[src/rtl/imem_loader_if.sv]
// rtl/imem_loader_if.sv - UART byte stream in, instruction-memory write port out
interface imem_loader_if;
    logic        rx_valid;
    logic [7:0]  rx_data;
    logic        imem_we;
    logic [31:0] imem_addr;
    logic [31:0] imem_wr_data;

    modport master (
        input  rx_valid,
        input  rx_data,
        output imem_we,
        output imem_addr,
        output imem_wr_data
    );

    modport slave (
        output rx_valid,
        output rx_data,
        input  imem_we,
        input  imem_addr,
        input  imem_wr_data
    );
endinterface

[src/rtl/imem_loader.sv]
// rtl/imem_loader.sv - assembles UART download frames into instruction-memory word writes
// Optional trailing XOR checksum byte enabled by IMEM_LOADER_CHECKSUM_EN.
module imem_loader #(
    parameter logic [31:0] BASE_ADDR = 32'h0000_0000,
    parameter int unsigned MAX_WORDS = 16384,
    parameter logic [7:0]  SYNC_BYTE = 8'hA5
) (
    input  logic          clk,
    input  logic          rst,
    imem_loader_if.master bus,
    output logic          core_hold,
    output logic          done,
    output logic          error
);

    typedef enum logic [1:0] {
        S_IDLE,
        S_LEN,
        S_DATA
`ifdef IMEM_LOADER_CHECKSUM_EN
        , S_CHK
`endif
    } state_t;

    state_t      state_q, state_d;
    logic [1:0]  byte_cnt_q;
    logic [31:0] len_q;
    logic [31:0] word_q;
    logic [31:0] word_idx_q;
    logic [31:0] len_full, word_full;
    logic        start, len_byte, data_byte, word_done, set_done, set_error;
`ifdef IMEM_LOADER_CHECKSUM_EN
    logic [7:0]  xor_q;
`endif

    always_ff @(posedge clk) begin
        if (rst) state_q <= S_IDLE;
        else     state_q <= state_d;
    end

    always_comb begin
        state_d   = state_q;
        core_hold = (state_q != S_IDLE);
        start     = 1'b0;
        len_byte  = 1'b0;
        data_byte = 1'b0;
        word_done = 1'b0;
        set_done  = 1'b0;
        set_error = 1'b0;
        len_full  = {bus.rx_data, len_q[23:0]};
        word_full = {bus.rx_data, word_q[23:0]};
        if (bus.rx_valid) begin
            case (state_q)
                S_IDLE: begin
                    if (bus.rx_data == SYNC_BYTE) begin
                        start   = 1'b1;
                        state_d = S_LEN;
                    end
                end
                S_LEN: begin
                    len_byte = 1'b1;
                    if (byte_cnt_q == 2'd3) begin
                        if (len_full == 32'd0) begin
`ifdef IMEM_LOADER_CHECKSUM_EN
                            state_d = S_CHK;
`else
                            state_d  = S_IDLE;
                            set_done = 1'b1;
`endif
                        end else if (len_full > MAX_WORDS) begin
                            state_d   = S_IDLE;
                            set_error = 1'b1;
                        end else begin
                            state_d = S_DATA;
                        end
                    end
                end
                S_DATA: begin
                    data_byte = 1'b1;
                    if (byte_cnt_q == 2'd3) begin
                        word_done = 1'b1;
                        if (word_idx_q == len_q - 32'd1) begin
`ifdef IMEM_LOADER_CHECKSUM_EN
                            state_d = S_CHK;
`else
                            state_d  = S_IDLE;
                            set_done = 1'b1;
`endif
                        end
                    end
                end
`ifdef IMEM_LOADER_CHECKSUM_EN
                S_CHK: begin
                    state_d = S_IDLE;
                    if (bus.rx_data == xor_q) set_done  = 1'b1;
                    else                      set_error = 1'b1;
                end
`endif
                default: state_d = S_IDLE;
            endcase
        end
    end

    // The write is registered, so the final word's we pulse lands in the first IDLE cycle.
    always_ff @(posedge clk) begin
        if (rst) begin
            bus.imem_we      <= 1'b0;
            bus.imem_addr    <= BASE_ADDR;
            bus.imem_wr_data <= 32'd0;
            done             <= 1'b0;
            error            <= 1'b0;
            byte_cnt_q       <= 2'd0;
            len_q            <= 32'd0;
            word_q           <= 32'd0;
            word_idx_q       <= 32'd0;
`ifdef IMEM_LOADER_CHECKSUM_EN
            xor_q            <= 8'd0;
`endif
        end else begin
            bus.imem_we <= word_done;
            if (start) begin
                done       <= 1'b0;
                error      <= 1'b0;
                byte_cnt_q <= 2'd0;
                len_q      <= 32'd0;
                word_q     <= 32'd0;
                word_idx_q <= 32'd0;
`ifdef IMEM_LOADER_CHECKSUM_EN
                xor_q      <= 8'd0;
`endif
            end
            if (len_byte) begin
                len_q[{byte_cnt_q, 3'b000} +: 8] <= bus.rx_data;
                byte_cnt_q <= byte_cnt_q + 2'd1;
            end
            if (data_byte) begin
                word_q[{byte_cnt_q, 3'b000} +: 8] <= bus.rx_data;
                byte_cnt_q <= byte_cnt_q + 2'd1;
`ifdef IMEM_LOADER_CHECKSUM_EN
                xor_q      <= xor_q ^ bus.rx_data;
`endif
            end
            if (word_done) begin
                bus.imem_addr    <= BASE_ADDR + (word_idx_q << 2);
                bus.imem_wr_data <= word_full;
                word_idx_q       <= word_idx_q + 32'd1;
            end
            if (set_done)  done  <= 1'b1;
            if (set_error) error <= 1'b1;
        end
    end

endmodule

[src/flat_wrapper.sv]
// flat-port wrapper written by rule: the top's interface ports become plain ports
module imem_loader_flat 
#(
    parameter logic [31:0] BASE_ADDR = 32'h0000_0000,
    parameter int unsigned MAX_WORDS = 16384,
    parameter logic [7:0]  SYNC_BYTE = 8'hA5
)
  (clk, rst, core_hold, done, error, bus_rx_valid, bus_rx_data, bus_imem_we, bus_imem_addr, bus_imem_wr_data);
  imem_loader_if bus_i ();
  input  logic clk;
  input  logic rst;
  output logic core_hold;
  output logic done;
  output logic error;
  input wire logic [$bits(bus_i.rx_valid)-1:0] bus_rx_valid;
  input wire logic [$bits(bus_i.rx_data)-1:0] bus_rx_data;
  output wire logic [$bits(bus_i.imem_we)-1:0] bus_imem_we;
  output wire logic [$bits(bus_i.imem_addr)-1:0] bus_imem_addr;
  output wire logic [$bits(bus_i.imem_wr_data)-1:0] bus_imem_wr_data;
  assign bus_i.rx_valid = bus_rx_valid;
  assign bus_i.rx_data = bus_rx_data;
  assign bus_imem_we = bus_i.imem_we;
  assign bus_imem_addr = bus_i.imem_addr;
  assign bus_imem_wr_data = bus_i.imem_wr_data;
  imem_loader #(.BASE_ADDR(BASE_ADDR), .MAX_WORDS(MAX_WORDS), .SYNC_BYTE(SYNC_BYTE)) u_core (.clk(clk), .rst(rst), .bus(bus_i), .core_hold(core_hold), .done(done), .error(error));
endmodule
[config.mk]
export PLATFORM = sky130hd
export DESIGN_NAME = imem_loader_flat
export DESIGN_NICKNAME = d
export VERILOG_FILES = /design/src/rtl/imem_loader_if.sv /design/src/rtl/imem_loader.sv /design/src/flat_wrapper.sv
export SDC_FILE = /design/constraint.sdc
export NUM_CORES = 1
export LEC_CHECK = 0
export CAP_MARGIN = 20
export CORE_ASPECT_RATIO = 0.5
export CORE_MARGIN = 2
export CORE_UTILIZATION = 45
export DETAILED_ROUTE_END_ITERATION = 10
export GPL_ROUTABILITY_DRIVEN = 0
export PLACE_DENSITY_LB_ADDON = 0.15
export SYNTH_ARGS = -nofsm -noshare
export SYNTH_HDL_FRONTEND = slang
export SYNTH_SLANG_ARGS = --single-unit
[constraint.sdc]
create_clock -name clk -period 5.8 [get_ports clk]
set_clock_uncertainty 0.15 [all_clocks]
set_input_delay 1.74 -clock clk [delete_from_list [all_inputs] [get_ports clk]]
set_output_delay 1.74 -clock clk [all_outputs]
set_load 0.02 [all_outputs]
==> impl_metrics.tcl, run 1 <==
set metrics [dict create \
    outcome "finished clean" \
    rsz0062_at_grt "no" \
    fillers 1467 \
    finalSetupViolations 0 \
    tns_ns 0 \
    yosys.area.top_type "dfxtp_1" \
    ys_seq_area_share_pct 43.20 \
    grt_first_pass_wirelength_mm 32.79 \
    worstSkewPairLatency_ns 0.43 \
    ir_drop_mv 0.1969 \
    cp_top_family "simple AND/OR/NAND/NOR gates" \
    drive_above_1_share_pct 7.503 \
    path_class "input port to flop" \
    ys.flop_type "dfxtp_1" \
    fmax_mhz 229.6 \
    cts_buffers 17 \
    rows 32 \
    initialDrtViolationCount 766 \
    synth.top_cells.by_area "dfxtp_1 (43%), nand2_1 (8.3%), a21oi_1 (7.2%)" \
    io_buffers 76 \
    fin_crit_ns 4.356 \
    power_w 0.002286 \
    coreArea_mm2 0.01562 \
    leakage_nw 2.936 \
    multi_input_area_mm2 0.003826 \
    grt_pass1_vias 6342 \
    die_area_mm2 0.01726 \
    routed_wl_mm 19.65 \
    track_usage_pct 24.08 \
    yosys.area_share.simple_pct 25.93 \
    worstPathArrival_ns 4.56 \
    power.density_mw_per_mm2 261.5 \
    async_flop_share_pct 0 \
    syn-instance-count 918 \
    drtPass1Iterations 5 \
    start_util_pct 46.59 \
    wl_per_cell_um 16.69 \
    cp_num_buf_inv 1 \
    die_h_um 93.91 \
    finalHoldViolations 0 \
    slew_violations 0 \
    crit_path_max_incr_delay_ns 0.61 \
    synthAdderAreaFrac_pct 1.720 \
    synth_warnings 0 \
    worstHoldPathType "flop to flop" \
    crit_path_start "bus_rx_valid" \
    ys_ff_latch 157 \
    post-cts-setup-buffers 0 \
    seqCellArea_mm2 0.003143 \
    ys_types 57 \
    hp-start "u_core.bus.imem_addr[31]" \
    worstReg2RegStart "u_core.len_q[4]" \
    synth_edf_count 0 \
    grt_antenna_before_repair 0 \
    synthMuxAreaShare_pct 0.5847 \
    cts_resized 0 \
    die_w_um 183.8 \
    dpl_worst_slack_ns 1.044 \
    avgSynthCellArea_um2 7.926 \
    cp_max_fo 9 \
    clk_pin_slew_ns 0.07 \
    hpwl_mm 13.09 \
    synth.cell_area_mm2 0.007276 \
    place_inst 1145 \
    clock-root-buffer "clkbuf_16" \
    synth_top_family_by_area "simple AND/OR/NAND/NOR gates" \
    cts.sinks 157 \
    routed_via_density 5.746 \
    place_area_mm2 0.008118 \
    grt_overflow 0 \
    cap_violations 0 \
    worstMarginPinSlew_ns 1.063 \
    clockBufferDepth 2 \
    diodes 0 \
    end_kind "flop" \
    fin_nets 981 \
    vias 6763 \
    holdBufCountCts 0 \
    h-tree-depth 4 \
    maxSlewHeadroom_pct 29.15 \
    final_area_mm2 0.008743 \
    startpoint_type "input port" \
    stdcell_count 1177 \
    synth_compound_area_share_pct 20.02 \
    synthXorXnorAreaFrac_pct 4.093 \
    areaGrowthSynthToFinish_pct 20.17 \
    synth_top_cell_area_share_pct 43.20 \
    cp_cell_sequence "clkdlybuf4s50_1, and2_1, nand2_2, or4_1, or3_1, nor2_1, nand4_1, or2_2, a21oi_1" \
    timing.final.crit_share_pct 75.10 \
    final_antenna_net_count 0 \
    fin_ws_ns 1.444 \
    slowest_stage "clkdlybuf4s50_1" \
    ioPinCount 79 \
    grt_start_max_net_pins 106 \
    tritoncts "built" \
    drc_errors 0 \
    cp.required_ns 6.01 \
]
placed cells by master (no fill, tap or decap), types with 5 or more instances in the layout:
cell	Yosys	layout
o211ai_1	9	9
a311oi_1	5	5
dfxtp_1	157	157
nor4_1	9	9
inv_1	14	14
clkbuf_16	0	17
or4_1	7	7
nand4_1	13	13
nand2_1	161	160
and3_1	10	10
a31oi_1	5	5
ha_1	10	10
clkinv_8	0	5
a211oi_1	6	6
nand3_1	27	27
or3_1	13	13
nor3_1	19	19
nor2_1	101	100
or2_2	15	15
a21oi_1	104	104
o21ai_0	18	18
xor2_1	11	11
o31ai_1	6	6
a22oi_1	56	56
xnor2_1	23	23
clkdlybuf4s50_1	0	75
buf_4	2	12
synth_stat cells (2+ instances only):
master,number
a31oi_1,5
o2111ai_1,2
nand4_1,13
nand3b_1,4
a32oi_1,4
o22ai_1,2
mux2_2,2
nand2_1,161
and2_1,4
buf_1,4
a22oi_1,56
a311oi_1,5
o31ai_1,6
ha_1,10
nor4b_1,4
dfxtp_1,157
nand2b_1,3
or2_2,15
nor4_1,9
buf_4,2
a211oi_1,6
clkbuf_1,56
o21ai_0,18
nor2_1,101
nor2b_1,2
and4_1,3
nand3_1,27
or3_1,13
xnor2_1,23
o311ai_0,2
and3_1,10
a21oi_1,104
inv_1,14
buf_6,2
nor3b_1,4
nor3_1,19
xor2_1,11
o211ai_1,9
mux2i_1,2
or4_1,7
per-layer routing:
metal	GRT usage, %	vias to the layer above	part of all wire (%)
met5	0	-	0
met4	5.467	0	0.81
met3	5.504	17	7.9
met2	35.63	227	42
met1	35.38	3200	50
li1	-	3319	-
stage by stage:
step                util, %  hold WS (ns)
global placement      51.99        0.2872
detailed placement    51.99        0.2957
CTS                   55.99        0.3048
global route          55.99        0.3249
floorplan                 -        0.2815
finish                55.99        0.3030
where the power goes:
part           internal (W)  switching [W]
combinational     0.0000125      0.0000370
sequential          0.00108    0.000000278
clock              0.000626       0.000533
total               0.00172       0.000570
worst min-delay path: cells and delay by family (launching register included):
kind | cells | cell delay, ns
AND/OR/NAND/NOR | 1 | 0.05
AO/OA/AOI/OAI | 1 | 0.05
flip-flops | 1 | 0.31
final cells by class:
| type | count | share of cell area, % |
|---|---|---|
| Inverter | 14 | 0.6010 |
| Clock inverter | 15 | 2.290 |
| Multi-Input combinational cell | 683 | 43.76 |
| Sequential cell | 157 | 35.95 |
| Tap cell | 204 | 2.919 |
| Timing Repair Buffer | 87 | 9.616 |
| Clock buffer | 17 | 4.865 |
cells by family after synthesis:
group | after synthesis
buf+inv | 79
fa+ha+maj | 10
simple gates | 405
compound gates | 228
xor+xnor | 34
flops | 157
mux | 4
other cells | 1
registers in the layout, summed over array words and instances, names as in the netlist:
register,flops
u_core.bus.imem_wr_data,32
u_core.len_q,32
u_core.word_idx_q,32
u_core.bus.imem_addr,30
u_core.word_q,24
u_core.byte_cnt_q,2
u_core.state_q,2
u_core.bus.imem_we,1
u_core.done,1
u_core.error,1
path summary, 6_finish.rpt:
kind	end	slack, ns	cells after the start
setup reg to reg	u_core.state_q[0]	2.04	9
hold reg to reg	u_core.bus.imem_addr[31]	0.30	2
hold / removal	u_core.bus.imem_addr[31]	0.30	2
setup / recovery	u_core.word_idx_q[30]	1.44	9
Note: power is estimated with default switching activity, not from simulation.
==> run 2, diff against run 1 <==
- clock period: 5.8 -> 4.4 ns (I/O delays scaled with it)
==> impl_metrics.tcl, run 2 (synthesis gave the netlist of run 1 again) <==
set metrics [dict create \
    outcome "finished clean" \
    cts.sinks 157 \
    worstSkewPairLatency_ns 0.42 \
    finalHoldViolations 0 \
    h-tree-depth 4 \
    coreArea_mm2 0.01562 \
    grt_start_max_net_pins 84 \
    die_h_um 93.91 \
    fin_nets 991 \
    clk_pin_slew_ns 0.06 \
    io_buffers 76 \
    clock-root-buffer "clkbuf_16" \
    areaGrowthSynthToFinish_pct 21.13 \
    place_area_mm2 0.008193 \
    p_clk_share_pct 51.3 \
    cts_resized 0 \
    post-cts-setup-buffers 0 \
    cp_max_fo 5 \
    hpwl_mm 13.53 \
    slowest_stage "or4_1" \
    worstHoldPathType "flop to flop" \
    cp.required_ns 4.60 \
    die_w_um 183.8 \
    track_usage_pct 23.62 \
    seqCellArea_mm2 0.003143 \
    slew_violations 0 \
    final_antenna_net_count 0 \
    timing.final.crit_share_pct 85.48 \
    cp_cell_sequence "clkdlybuf4s50_1, and2_1, nand2_2, or4_1, or3_1, nor2_1, nand4_1, or2_2, a21oi_1" \
    grt_overflow 0 \
    startpoint_type "input port" \
    drc_errors 0 \
    drtPass1Iterations 6 \
    ir_drop_mv 0.2320 \
    crit_path_max_incr_delay_ns 0.61 \
    power.share.sequential_pct 46.5 \
    rr_worst_depth 8 \
    power.density_mw_per_mm2 347.1 \
    leakage_nw 2.982 \
    start_util_pct 46.59 \
    tritoncts "built" \
    ioPinCount 79 \
    cap_violations 0 \
    routed_via_density 5.714 \
    end_kind "flop" \
    cts_buffers 17 \
    grt_pass1_vias 6117 \
    place_inst 1155 \
    final_common_cell "nand2_1" \
    hp-start "u_core.bus.imem_addr[2]" \
    grt_antenna_before_repair 0 \
    reg2reg_slack_ns 0.68 \
    routed_wl_mm 19.56 \
    wl_per_cell_um 16.51 \
    die_area_mm2 0.01726 \
    grt_first_pass_wirelength_mm 32.17 \
    stdcell_count 1185 \
    combPwrFrac_pct 2.3 \
    worstPathArrival_ns 3.96 \
    holdBufCountCts 0 \
    diodes 0 \
    vias 6771 \
    path_class "input port to flop" \
    final_area_mm2 0.008813 \
    finalSetupViolations 0 \
    maxSlewHeadroom_pct 43.34 \
    switching_share_pct 21.04 \
    top_regs "u_core.bus.imem_wr_data x32, u_core.len_q x32, u_core.word_idx_q x32" \
    drive_above_1_share_pct 8.155 \
    rows 32 \
    worstMarginPinSlew_ns 0.8500 \
    clockBufferDepth 2 \
    p_sw_w 0.0006437 \
    worstReg2RegStart "u_core.len_q[4]" \
    fin_crit_ns 3.761 \
    tns_ns 0 \
    initialDrtViolationCount 589 \
    crit_path_start "bus_rx_valid" \
    hold_depth 2 \
    fmax_mhz 265.9 \
    multi_input_area_mm2 0.003826 \
    final_cell_mix "nand2_1 (160), dfxtp_1 (157), a21oi_1 (104)" \
    power_w 0.003060 \
    rsz0062_at_grt "no" \
    fillers 1435 \
    internal-power_w 0.002416 \
]
-- run 2: power groups by stage --
stage	registers (W)	logic, W	clock network (W)
floorplan	0.00145	0.0000384	0
global placement	0.00145	0.0000686	0
detailed placement	0.00145	0.0000687	0
CTS	0.00142	0.0000688	0.00159
global route	0.00142	0.0000739	0.00165
finish	0.00142	0.0000695	0.00157
-- run 2: metrics by stage --
step	util (%)	hold WS [ns]	setup WS, ns
4_1_cts	56.44	0.3018	0.6747
3_5_place_dp	52.47	0.2969	0.2654
6_report	56.44	0.3004	0.6387
2_1_floorplan	-	0.2815	0.7629
3_3_place_gp	52.47	0.2882	0.2825
5_1_grt	56.44	0.3200	0.4618
-- run 2: worst paths after layout --
check                            endpoint
setup / recovery    u_core.word_idx_q[30]
hold / removal    u_core.bus.imem_addr[2]
setup reg to reg        u_core.state_q[0]
hold reg to reg   u_core.bus.imem_addr[2]
-- run 2: final cells by class --
| cell class | count | area share [%] |
|---|---|---|
| Multi-Input combinational cell | 683 | 43.41 |
| Timing Repair Buffer | 97 | 10.39 |
| Inverter | 14 | 0.5963 |
| Tap cell | 204 | 2.896 |
| Sequential cell | 157 | 35.66 |
| Clock inverter | 10 | 1.860 |
| Clock buffer | 20 | 5.182 |
-- run 2: critical path, delay by kind of cell --
family | cells | cell delay [ns]
and+or+nand+nor | 7 | 2.02
buffers and inverters | 1 | 0.49
AOI/OAI and AO/OA | 1 | 0.13
-- run 2: layer usage --
| metal | wire [um] | share of wire, % | vias to the layer above | GRT usage, % |
|---|---|---|---|---|
| li1 | - | - | 3338 | - |
| met4 | 104 | 0.53 | 0 | 5.000 |
| met2 | 8035 | 41 | 191 | 34.40 |
| met5 | 0 | 0 | - | 0 |
| met1 | 10180 | 52 | 3231 | 35.11 |
| met3 | 1241 | 6.3 | 11 | 5.581 |
